`src/rtl/ready_scoreboard.sv`:
```
// ready_scoreboard: speculative and retired physical-register ready vectors
// with a circular buffer of branch checkpoints for mispredict recovery.
// Optional feature: define READY_SB_BYPASS_EN to make a tag completing on the
// CDB this cycle read as ready in the same cycle. When it is undefined, reads
// see only the registered speculative vector.
module ready_scoreboard #(
    parameter int WAYS  = 4,
    parameter int PRF   = 64,
    parameter int ARCH  = 32,
    parameter int NCKPT = 4,
    localparam int TW   = $clog2(PRF),
    localparam int CW   = $clog2(NCKPT)
) (
    input  logic                 clock,
    input  logic                 reset,
    input  logic                 except,
    input  logic [WAYS*TW-1:0]   rda_idx,
    input  logic [WAYS*TW-1:0]   rdb_idx,
    output logic [WAYS-1:0]      rda_ready,
    output logic [WAYS-1:0]      rdb_ready,
    input  logic [WAYS*TW-1:0]   rat_idx,
    input  logic [WAYS-1:0]      rat_en,
    input  logic [WAYS*TW-1:0]   cdb_idx,
    input  logic [WAYS-1:0]      cdb_en,
    input  logic [WAYS*TW-1:0]   ret_new_idx,
    input  logic [WAYS*TW-1:0]   ret_old_idx,
    input  logic [WAYS-1:0]      ret_en,
    input  logic                 ckpt_alloc,
    output logic [CW-1:0]        ckpt_id,
    output logic                 ckpt_full,
    output logic [CW:0]          ckpt_count,
    input  logic                 ckpt_free,
    input  logic                 ckpt_restore,
    input  logic [CW-1:0]        ckpt_restore_id,
    output logic [PRF-1:0]       spec_vec,
    output logic [PRF-1:0]       ret_vec
);

    localparam logic [PRF-1:0] ARCH_INIT = PRF'({ARCH{1'b1}});
    localparam logic [CW:0]    FULL_CNT  = (CW+1)'(NCKPT);

    logic [PRF-1:0] spec_q, spec_d;
    logic [PRF-1:0] ret_q, ret_d;
    logic [CW-1:0]  head_q, head_d;
    logic [CW-1:0]  tail_q, tail_d;
    logic [CW:0]    count_q, count_d;
    logic [PRF-1:0] snap_q [NCKPT];

    logic [PRF-1:0] cdb_mask_s, rat_mask_s, new_mask_s, old_mask_s;
    logic [PRF-1:0] spec_next_s, ret_next_s, read_vec_s;
    logic [CW-1:0]  restore_off_s;
    logic           full_s, restore_ok_s, free_ok_s, alloc_ok_s;

    // Decode the per-way tag ports into one-hot-per-tag masks.
    always_comb begin
        cdb_mask_s = '0;
        rat_mask_s = '0;
        new_mask_s = '0;
        old_mask_s = '0;
        for (int w = 0; w < WAYS; w++) begin
            cdb_mask_s = cdb_mask_s | (PRF'(cdb_en[w]) << cdb_idx[w*TW +: TW]);
            rat_mask_s = rat_mask_s | (PRF'(rat_en[w]) << rat_idx[w*TW +: TW]);
            new_mask_s = new_mask_s | (PRF'(ret_en[w]) << ret_new_idx[w*TW +: TW]);
            old_mask_s = old_mask_s | (PRF'(ret_en[w]) << ret_old_idx[w*TW +: TW]);
        end
        // Rename clears after completion sets; retire sets after old clears.
        spec_next_s = (spec_q | cdb_mask_s) & ~rat_mask_s;
        ret_next_s  = (ret_q & ~old_mask_s) | new_mask_s;
    end

    // Qualify checkpoint requests against the live range of the buffer.
    always_comb begin
        full_s        = (count_q == FULL_CNT);
        restore_off_s = ckpt_restore_id - head_q;
        // A restore id is live when its distance from head is below count.
        restore_ok_s  = ckpt_restore && ({1'b0, restore_off_s} < count_q);
        free_ok_s     = ckpt_free && (count_q != {(CW+1){1'b0}});
        alloc_ok_s    = ckpt_alloc && !full_s && !restore_ok_s && !except;
    end

    // Next-state selection: exception, then valid restore, then normal update.
    always_comb begin
        ret_d = ret_next_s;
        if (except) begin
            spec_d  = ret_next_s;
            head_d  = tail_q;
            tail_d  = tail_q;
            count_d = '0;
        end else if (restore_ok_s) begin
            spec_d = snap_q[ckpt_restore_id] | cdb_mask_s;
            tail_d = ckpt_restore_id;
            if (free_ok_s) begin
                if (restore_off_s == {CW{1'b0}}) begin
                    // Freeing and restoring the oldest both discard it.
                    head_d  = ckpt_restore_id;
                    count_d = '0;
                end else begin
                    head_d  = head_q + {{(CW-1){1'b0}}, 1'b1};
                    count_d = {1'b0, restore_off_s - {{(CW-1){1'b0}}, 1'b1}};
                end
            end else begin
                head_d  = head_q;
                count_d = {1'b0, restore_off_s};
            end
        end else begin
            // A restore to a dead id is dropped entirely.
            spec_d  = spec_next_s;
            head_d  = free_ok_s ? head_q + {{(CW-1){1'b0}}, 1'b1} : head_q;
            tail_d  = alloc_ok_s ? tail_q + {{(CW-1){1'b0}}, 1'b1} : tail_q;
            count_d = count_q + (CW+1)'(alloc_ok_s) - (CW+1)'(free_ok_s);
        end
    end

    // Ready vectors and buffer pointers, synchronous active-high reset.
    always_ff @(posedge clock) begin
        if (reset) begin
            spec_q  <= ARCH_INIT;
            ret_q   <= ARCH_INIT;
            head_q  <= '0;
            tail_q  <= '0;
            count_q <= '0;
        end else begin
            spec_q  <= spec_d;
            ret_q   <= ret_d;
            head_q  <= head_d;
            tail_q  <= tail_d;
            count_q <= count_d;
        end
    end

    // Snapshots absorb every completion; a granted alloc captures spec_next.
    always_ff @(posedge clock) begin
        for (int i = 0; i < NCKPT; i++) begin
            snap_q[i] <= snap_q[i] | cdb_mask_s;
        end
        if (alloc_ok_s && !reset) begin
            snap_q[tail_q] <= spec_next_s;
        end
    end

`ifdef READY_SB_BYPASS_EN
    assign read_vec_s = spec_q | cdb_mask_s;
`else
    assign read_vec_s = spec_q;
`endif

    // Source-tag ready lookups.
    always_comb begin
        rda_ready = '0;
        rdb_ready = '0;
        for (int w = 0; w < WAYS; w++) begin
            rda_ready[w] = read_vec_s[rda_idx[w*TW +: TW]];
            rdb_ready[w] = read_vec_s[rdb_idx[w*TW +: TW]];
        end
    end

    assign spec_vec   = spec_q;
    assign ret_vec    = ret_q;
    assign ckpt_id    = tail_q;
    assign ckpt_count = count_q;
    assign ckpt_full  = full_s;

endmodule

```
`config.mk`:
```
export PLATFORM = sky130hd
export DESIGN_NAME = ready_scoreboard
export DESIGN_NICKNAME = d
export VERILOG_FILES = /design/src/rtl/ready_scoreboard.sv
export SDC_FILE = /design/constraint.sdc
export NUM_CORES = 2
export LEC_CHECK = 0
export CAP_MARGIN = 20
export CORE_MARGIN = 4
export CORE_UTILIZATION = 35
export CTS_CLUSTER_DIAMETER = 80
export CTS_CLUSTER_SIZE = 28
export DETAILED_ROUTE_END_ITERATION = 6
export GPL_TIMING_DRIVEN = 0
export HOLD_SLACK_MARGIN = 0.08
export PLACE_DENSITY = 0.59
export SYNTH_ARGS = -nofsm -noshare
export SYNTH_HDL_FRONTEND = slang
export SYNTH_SLANG_ARGS = --single-unit
```
`constraint.sdc`:
```
create_clock -name clock -period 7.2 [get_ports clock]
set_input_delay 1.44 -clock clock [delete_from_list [all_inputs] [get_ports clock]]
set_output_delay 1.44 -clock clock [all_outputs]
set_load 0.01 [all_outputs]
```
## Word level (Yosys, flattened, before mapping)

Memory sizes are Yosys's and may differ from the RTL's.
Cells that the tools add are included.

| storage, ports and cells | value |
|---|---|
| register bits after elaboration | 135 |
| logic and storage cells | 108 |
| output and inout port bits | 142 |
| memory bits (writable) | 256 |
| memories kept | 1 |
| bits of input ports | 164 |

| cells by class | value |
|---|---|
| muxes and demuxes | 30 |
| eq/ne operators | 1 |
| shift-type cells | 16 |
| reductions and logical operators | 16 |
| add/subtract/negate cells | 6 |
| bitwise gates (word level) | 24 |
| $lt $le $gt $ge | 9 |

Memory list:

| memory | depth | bits a word | rd ports | clocked after Yosys merged registers in | write ports | line | RTL |
|---|---|---|---|---|---|---|---|
| snap_q | 4 | 64 | 5 | 0 | 5 | 47 | `logic [PRF-1:0] snap_q [NCKPT];` |

Operators with widths:

| cell | count |
|---|---|
| 64-bit OR | 19 |
| 1-bit by 6-bit << shifter with 64-bit output | 16 |
| 64-bit AND | 2 |
| 64-bit 2-to-1 mux | 2 |
| 64-bit NOT | 2 |
| 6-bit by 7-bit less-than comparator with 1-bit output (second input constant) | 8 |
| 1-bit binary-select mux with 6-bit select | 8 |
| 2-bit 2-to-1 mux | 8 |
| 1-bit 2-to-1 mux | 10 |
| 1-bit logical AND | 6 |
| 3-bit 2-to-1 mux | 2 |
| 2-bit by 1-bit adder with 2-bit output (second input constant) | 2 |
| 1-bit zero test | 4 |
| 2-bit nonzero test | 2 |
| 3-bit by 1-bit adder with 3-bit output | 1 |
| 3-bit == test (second input constant) | 1 |
| 2-bit by 3-bit less-than comparator with 1-bit output | 1 |
| 3-bit nonzero test | 1 |
| 3-bit by 1-bit subtractor with 3-bit output | 1 |
| 2-bit zero test | 1 |
| 2-bit AND reduction | 1 |
| 2-bit OR reduction | 1 |
| 2-bit by 1-bit subtractor with 2-bit output (second input constant) | 1 |
| 2-bit subtractor | 1 |
| 1-bit NOT | 1 |

## Logic depth before layout (Yosys ltp)

| depth | value |
|---|---|
| depth in word-level cells | 9 |
| mapped depth | 18 |
| gate-level depth less buffers | 14 |

## Worst setup path after synthesis

OpenSTA, ideal clock, no wires.

| path | value |
|---|---|
| path kind | in2reg |
| from | input ckpt_restore_id[0] |
| to | register count_q[2] (netlist: ckpt_count[2]) |
| data required time | 7070 ps |
| setup time | 130 ps |
| buffers on the path | 4 |
| data arrival time | 4796 ps |
| slack | 2275 ps |
| stages on the path | 18 |
| cell sequence | buf_4 > buf_2 > buf_4 > inv_1 > ha_1 > xnor2_1 > ha_1 > a21boi_1 > o21bai_1 > clkbuf_1 > a211o_1 > ha_1 > inv_1 > ha_1 > fa_1 > xnor2_1 > xnor2_1 > nor3_1 |

| between the ends | value |
|---|---|
| cells in the longest elaborated chain, start to end | 9 |

Ends and longest elaborated chain:

| item | line | RTL |
|---|---|---|
| start: declaration | 34 | `input logic [CW-1:0] ckpt_restore_id,` |
| 2-bit subtractor * | 74 | `restore_off_s = ckpt_restore_id - head_q;` |
| 2-bit by 3-bit less-than comparator with 1-bit output * | 76 | `restore_ok_s = ckpt_restore && ({1'b0, restore_off_s} < count_q);` |
| 1-bit logical AND * | 76 |  |
| 1-bit zero test | 78 | `alloc_ok_s = ckpt_alloc && !full_s && !restore_ok_s && !except;` |
| 1-bit logical AND (2 in series) | 78 |  |
| 3-bit by 1-bit adder with 3-bit output | 110 | `count_d = count_q + (CW+1)'(alloc_ok_s) - (CW+1)'(free_ok_s);` |
| 3-bit by 1-bit subtractor with 3-bit output | 110 |  |
| 3-bit 2-to-1 mux * | 89 | `end else if (restore_ok_s) begin` |
| end signal: assignment | 127 | `count_q <= count_d;` |
| end: declaration | 46 | `logic [CW:0] count_q, count_d;` |

Every way passes the cells marked *; elsewhere a longest branch is shown, timed or not.
A chain may end at the register's enable or synchronous reset.

## Worst setup path after layout

| path | value |
|---|---|
| from | input ckpt_restore_id[0] |
| to | register spec_q[33] (netlist: spec_vec[33]) |

| between the ends | value |
|---|---|
| cells in the longest elaborated chain, start to end | 5 |
| elaborated cells on any way between the ends | 7 |
| those cells by class | add/sub (1); order compare (1); mux (2); bitwise (1); reduce/logical (1); memory (1) |

Ends and longest elaborated chain:

| item | line | RTL |
|---|---|---|
| 2-bit subtractor | 74 |  |
| 2-bit by 3-bit less-than comparator with 1-bit output | 76 |  |
| 1-bit logical AND | 76 |  |
| 64-bit 2-to-1 mux * | 89 |  |
| 64-bit 2-to-1 mux * | 84 | `if (except) begin` |
| end signal: assignment | 123 | `spec_q <= spec_d;` |
| end: declaration | 42 | `logic [PRF-1:0] spec_q, spec_d;` |

Marked as above.

==> impl_results.md <==
* Clk buf depth at 3
* Final Total Pwr at 7.30 mW
* Top post-synthesis cells by area: dfxtp_1 (28%), mux4_2 (15%), nor3_1 (6.0%), a21oi_1 (5.0%), o22ai_1 (3.7%)
* Pwr Density at 218 mW/mm²
* Hold Crit Class: flip-flop to flip-flop
* Unrepaired setup endpoints after global routing: false
* Max-slew headroom at 14.4%
* WP buf/inv at 8
* Wirelength, routed at 172,000 µm
* Post-synth EDFFs at 0
* Largest net degree at the start of global routing at 29
* Setup Buffers After CTS at 0
* Multi-input gate area at 0.0190 mm²
* Slew Limit Fails at 0
* Initial core utilization at 35.2%
* Vias in the first global route at 30,300
* #FFs+latches synth at 391
* CTS tree: built
* Root Buffer: clkbuf_16
* Ys flop type: dfxtp_1
* Final hold vios at 0
* CP required at 7.60 ns
* Total GRT Usage at 38.0%
* # port buffers at 261
* DRT antenna net count at 0
* Crit path max-delay family: buffers and inverters
* Syn Inst Count at 3,240
* Register Area at 0.00783 mm²
* Cell taking the most area after synthesis: dfxtp_1
* WS Path Type: input pin to flip-flop
* Ratio of cells with drive above 1 in the final layout at 12.3%
* Startpoint types: input pin
* Fmax at 146 MHz
* CP startpoint: ckpt_restore_id[0]
* Finished Cell Area at 0.0334 mm²
* Placed Area at 0.0324 mm²
* Worst path arrival time at 7.27 ns
* Resized cells post-CTS at 0
* LEAKAGE at 10.9 nW
* Worst-path fanout max at 10
* Die Ht at 293 µm
* Clk pin slew, worst setup/hold paths at 0.10 ns
* Max-Cap Viols at 0
* Fraction of registers with async set/reset at 0%
* Sum Neg Setup Slack at 0 ns
* Final setup fails at 0
* DRC Markers at 0
* Peak supply drop at 0.182 mV
* Routed len/inst at 37.0 µm
* Worst setup EP type: flip-flop
* Worst path cell trace: clkdlybuf4s50_1, buf_4, buf_2, buf_4, inv_1, ha_1, xnor2_1, ha_1, a21boi_1, o21bai_1, buf_2, nand2_1, clkbuf_1, clkbuf_1, a211oi_1, o22ai_1
* Initial antenna violation count at 16
* 1st-iter DRT viols at 5,361
* Total CTS buffers at 25
* Die extent in x at 293 µm
* # hold bufs at CTS at 0
* Final Cycle Share at 95.4%
* Worst reg-to-reg setup slack at 2.49 ns
* Post-DP HPWL at 137,000 µm
* Clock Sinks at 391
* Worst R2R End: spec_vec[33]
* R2R cell count at 11
* Rows at 104
* Mapped Area at 0.0283 mm²
* P&R area growth vs syn at 18.0%
* CP endpoint: spec_vec[33]
* Vias per cell at 7.26
* Filler Cell Count at 8,182
* GRT overflow at 0
* Core box area at 0.0804 mm²
* Instance count on the critical path at 16
* Clk Latency, worst-skew pair at 0.63 ns
* Seq/Total Area, Yosys at 27.6%
* Via Count at 33,700
* Crit-path slowest cell: a211oi_1
* Nets at 3,725
* H-tree Lvls at 1
* IO Pins at 306
* Status: completed
* First-pass GRT wire length at 237,000 µm
* Placer Congestion at 1.06
* Post-synth top area share at 27.6%
* Synthesized Nets at 3,413
* Clock skew at 0.0444 ns
* Minimum clock period at 6.87 ns
* First drt pass iteration count at 7
* RR Startpoint: head_q[1]
* CP max stage delay at 0.75 ns
* Total die area at 0.0856 mm²
* Tightest Pin Transition at 1.28 ns
* Synth cell types at 88
* Synth Warn # at 0
* Syn avg cell area at 8.74 µm²
## report_power, final
group,internal [mW],switching (mW)
combinational,1.11,1.25
clock,0.722,0.985
sequential,2.77,0.470
## worst min path at each step
stage                          endpoint  cells past startpoint  slack (ns)           from
after floorplan           snap_q[1][63]                      2        0.47  snap_q[1][63]
after global placement    snap_q[2][26]                      2        0.48  snap_q[2][26]
after detailed placement  snap_q[2][19]                      2        0.49  snap_q[2][19]
after CTS                 snap_q[3][17]                      2        0.52  snap_q[3][17]
after global routing      snap_q[3][27]                      2        0.53  snap_q[3][27]
final                     snap_q[3][33]                      2        0.52  snap_q[3][33]
## area by class of cell
type,instances,share of cell area (%)
multi-input cells,2487,56.9
flip-flops and latches,391,23.4
inverters,29,0.326
diodes,12,0.0898
plain buffers,333,4.19
well taps,1060,3.97
repair buffers,285,8.33
clock buffers,26,1.91
clock inverters,19,0.831
## sequential cells by signal, summed over array words and instances (netlist names)
signal and flops:
snap_q 256, ret_vec 64, spec_vec 64, ckpt_count 3, ckpt_id 2, head_q 2
## kinds of logic (layout without fill, tap and decap cells)
logic type | after synthesis | after routing | synth area share, %
xor gates and xnor gates | 4 | 4 | 0.124
buffers and inverters | 362 | 692 | 5.33
muxes | 241 | 241 | 16.9
adders and majority gates | 9 | 9 | 0.424
AOI/OAI and AO/OA | 1099 | 1099 | 25.7
DFF | 391 | 391 | 27.6
other | 0 | 12 | 0
and+or+nand+nor | 1134 | 1134 | 23.9
## worst min-delay path: stages (launching register included)
cell and delay (ns):
dfxtp_1 0.34, nor3_1 0.05, a21oi_1 0.10
## cell usage after synthesis, types with 22 or more instances
| cell | count |
|---|---|
| nor2_1 | 131 |
| nor2b_1 | 38 |
| o211ai_1 | 30 |
| nand2b_1 | 25 |
| a211oi_1 | 73 |
| o2bb2ai_1 | 38 |
| nor3_1 | 340 |
| nand4_1 | 23 |
| dfxtp_1 | 391 |
| a221oi_1 | 79 |
| nand3_1 | 44 |
| mux2i_1 | 42 |
| nand4b_1 | 42 |
| nand2_1 | 116 |
| nand3b_1 | 44 |
| clkbuf_1 | 200 |
| o22ai_1 | 168 |
| buf_2 | 108 |
| o21ai_1 | 36 |
| mux4_2 | 188 |
| o21ai_0 | 123 |
| a21oi_1 | 284 |
| o221ai_1 | 53 |
| nor3b_1 | 23 |
| a22oi_1 | 78 |
| inv_1 | 29 |
| or3b_2 | 22 |
| and3b_1 | 25 |
| and3_1 | 79 |
| buf_1 | 22 |
## per-layer routing
metal  GRT usage, %  part of all wire [%]  vias up  wire [µm]
li1               -                     -    13700          -
met3           9.77                    13      491      22400
met2           54.9                    41     2739      70700
met4           18.3                   6.2       12      10600
met1           52.6                    40    16700      68000
met5          0.665                 0.089        -        153
## per-stage QoR
stage                     cells  setup WS [ns]  hold WS [ns]  util, %
after floorplan            3240           2.27         0.471        -
after global placement     4561        -0.0593         0.482     40.1
after detailed placement   4579        -0.0454         0.492     40.3
after CTS                  4624          0.584         0.516     41.5
after global routing       4630          0.259         0.535     41.5
final                      4642          0.333         0.516     41.6
## cell usage in the layout, fill, tap and decap left out, types with 23 or more instances in the layout
cell / n
nand3_1: 44
nand4b_1: 42
mux4_2: 188
o2bb2ai_1: 38
clkbuf_16: 25
nand3b_1: 44
o21ai_1: 36
nor3_1: 340
a21oi_1: 284
dfxtp_1: 391
clkdlybuf4s50_1: 261
nand2_1: 116
a221oi_1: 79
o211ai_1: 30
nor2b_1: 38
mux2i_1: 42
and3_1: 79
o221ai_1: 53
clkbuf_1: 200
a22oi_1: 78
o21ai_0: 123
buf_2: 115
a211oi_1: 73
and3b_1: 25
nor2_1: 131
nand4_1: 23
nand2b_1: 25
o22ai_1: 168
buf_1: 23
inv_1: 29
No activity file was read; power rests on OpenSTA's default activity.
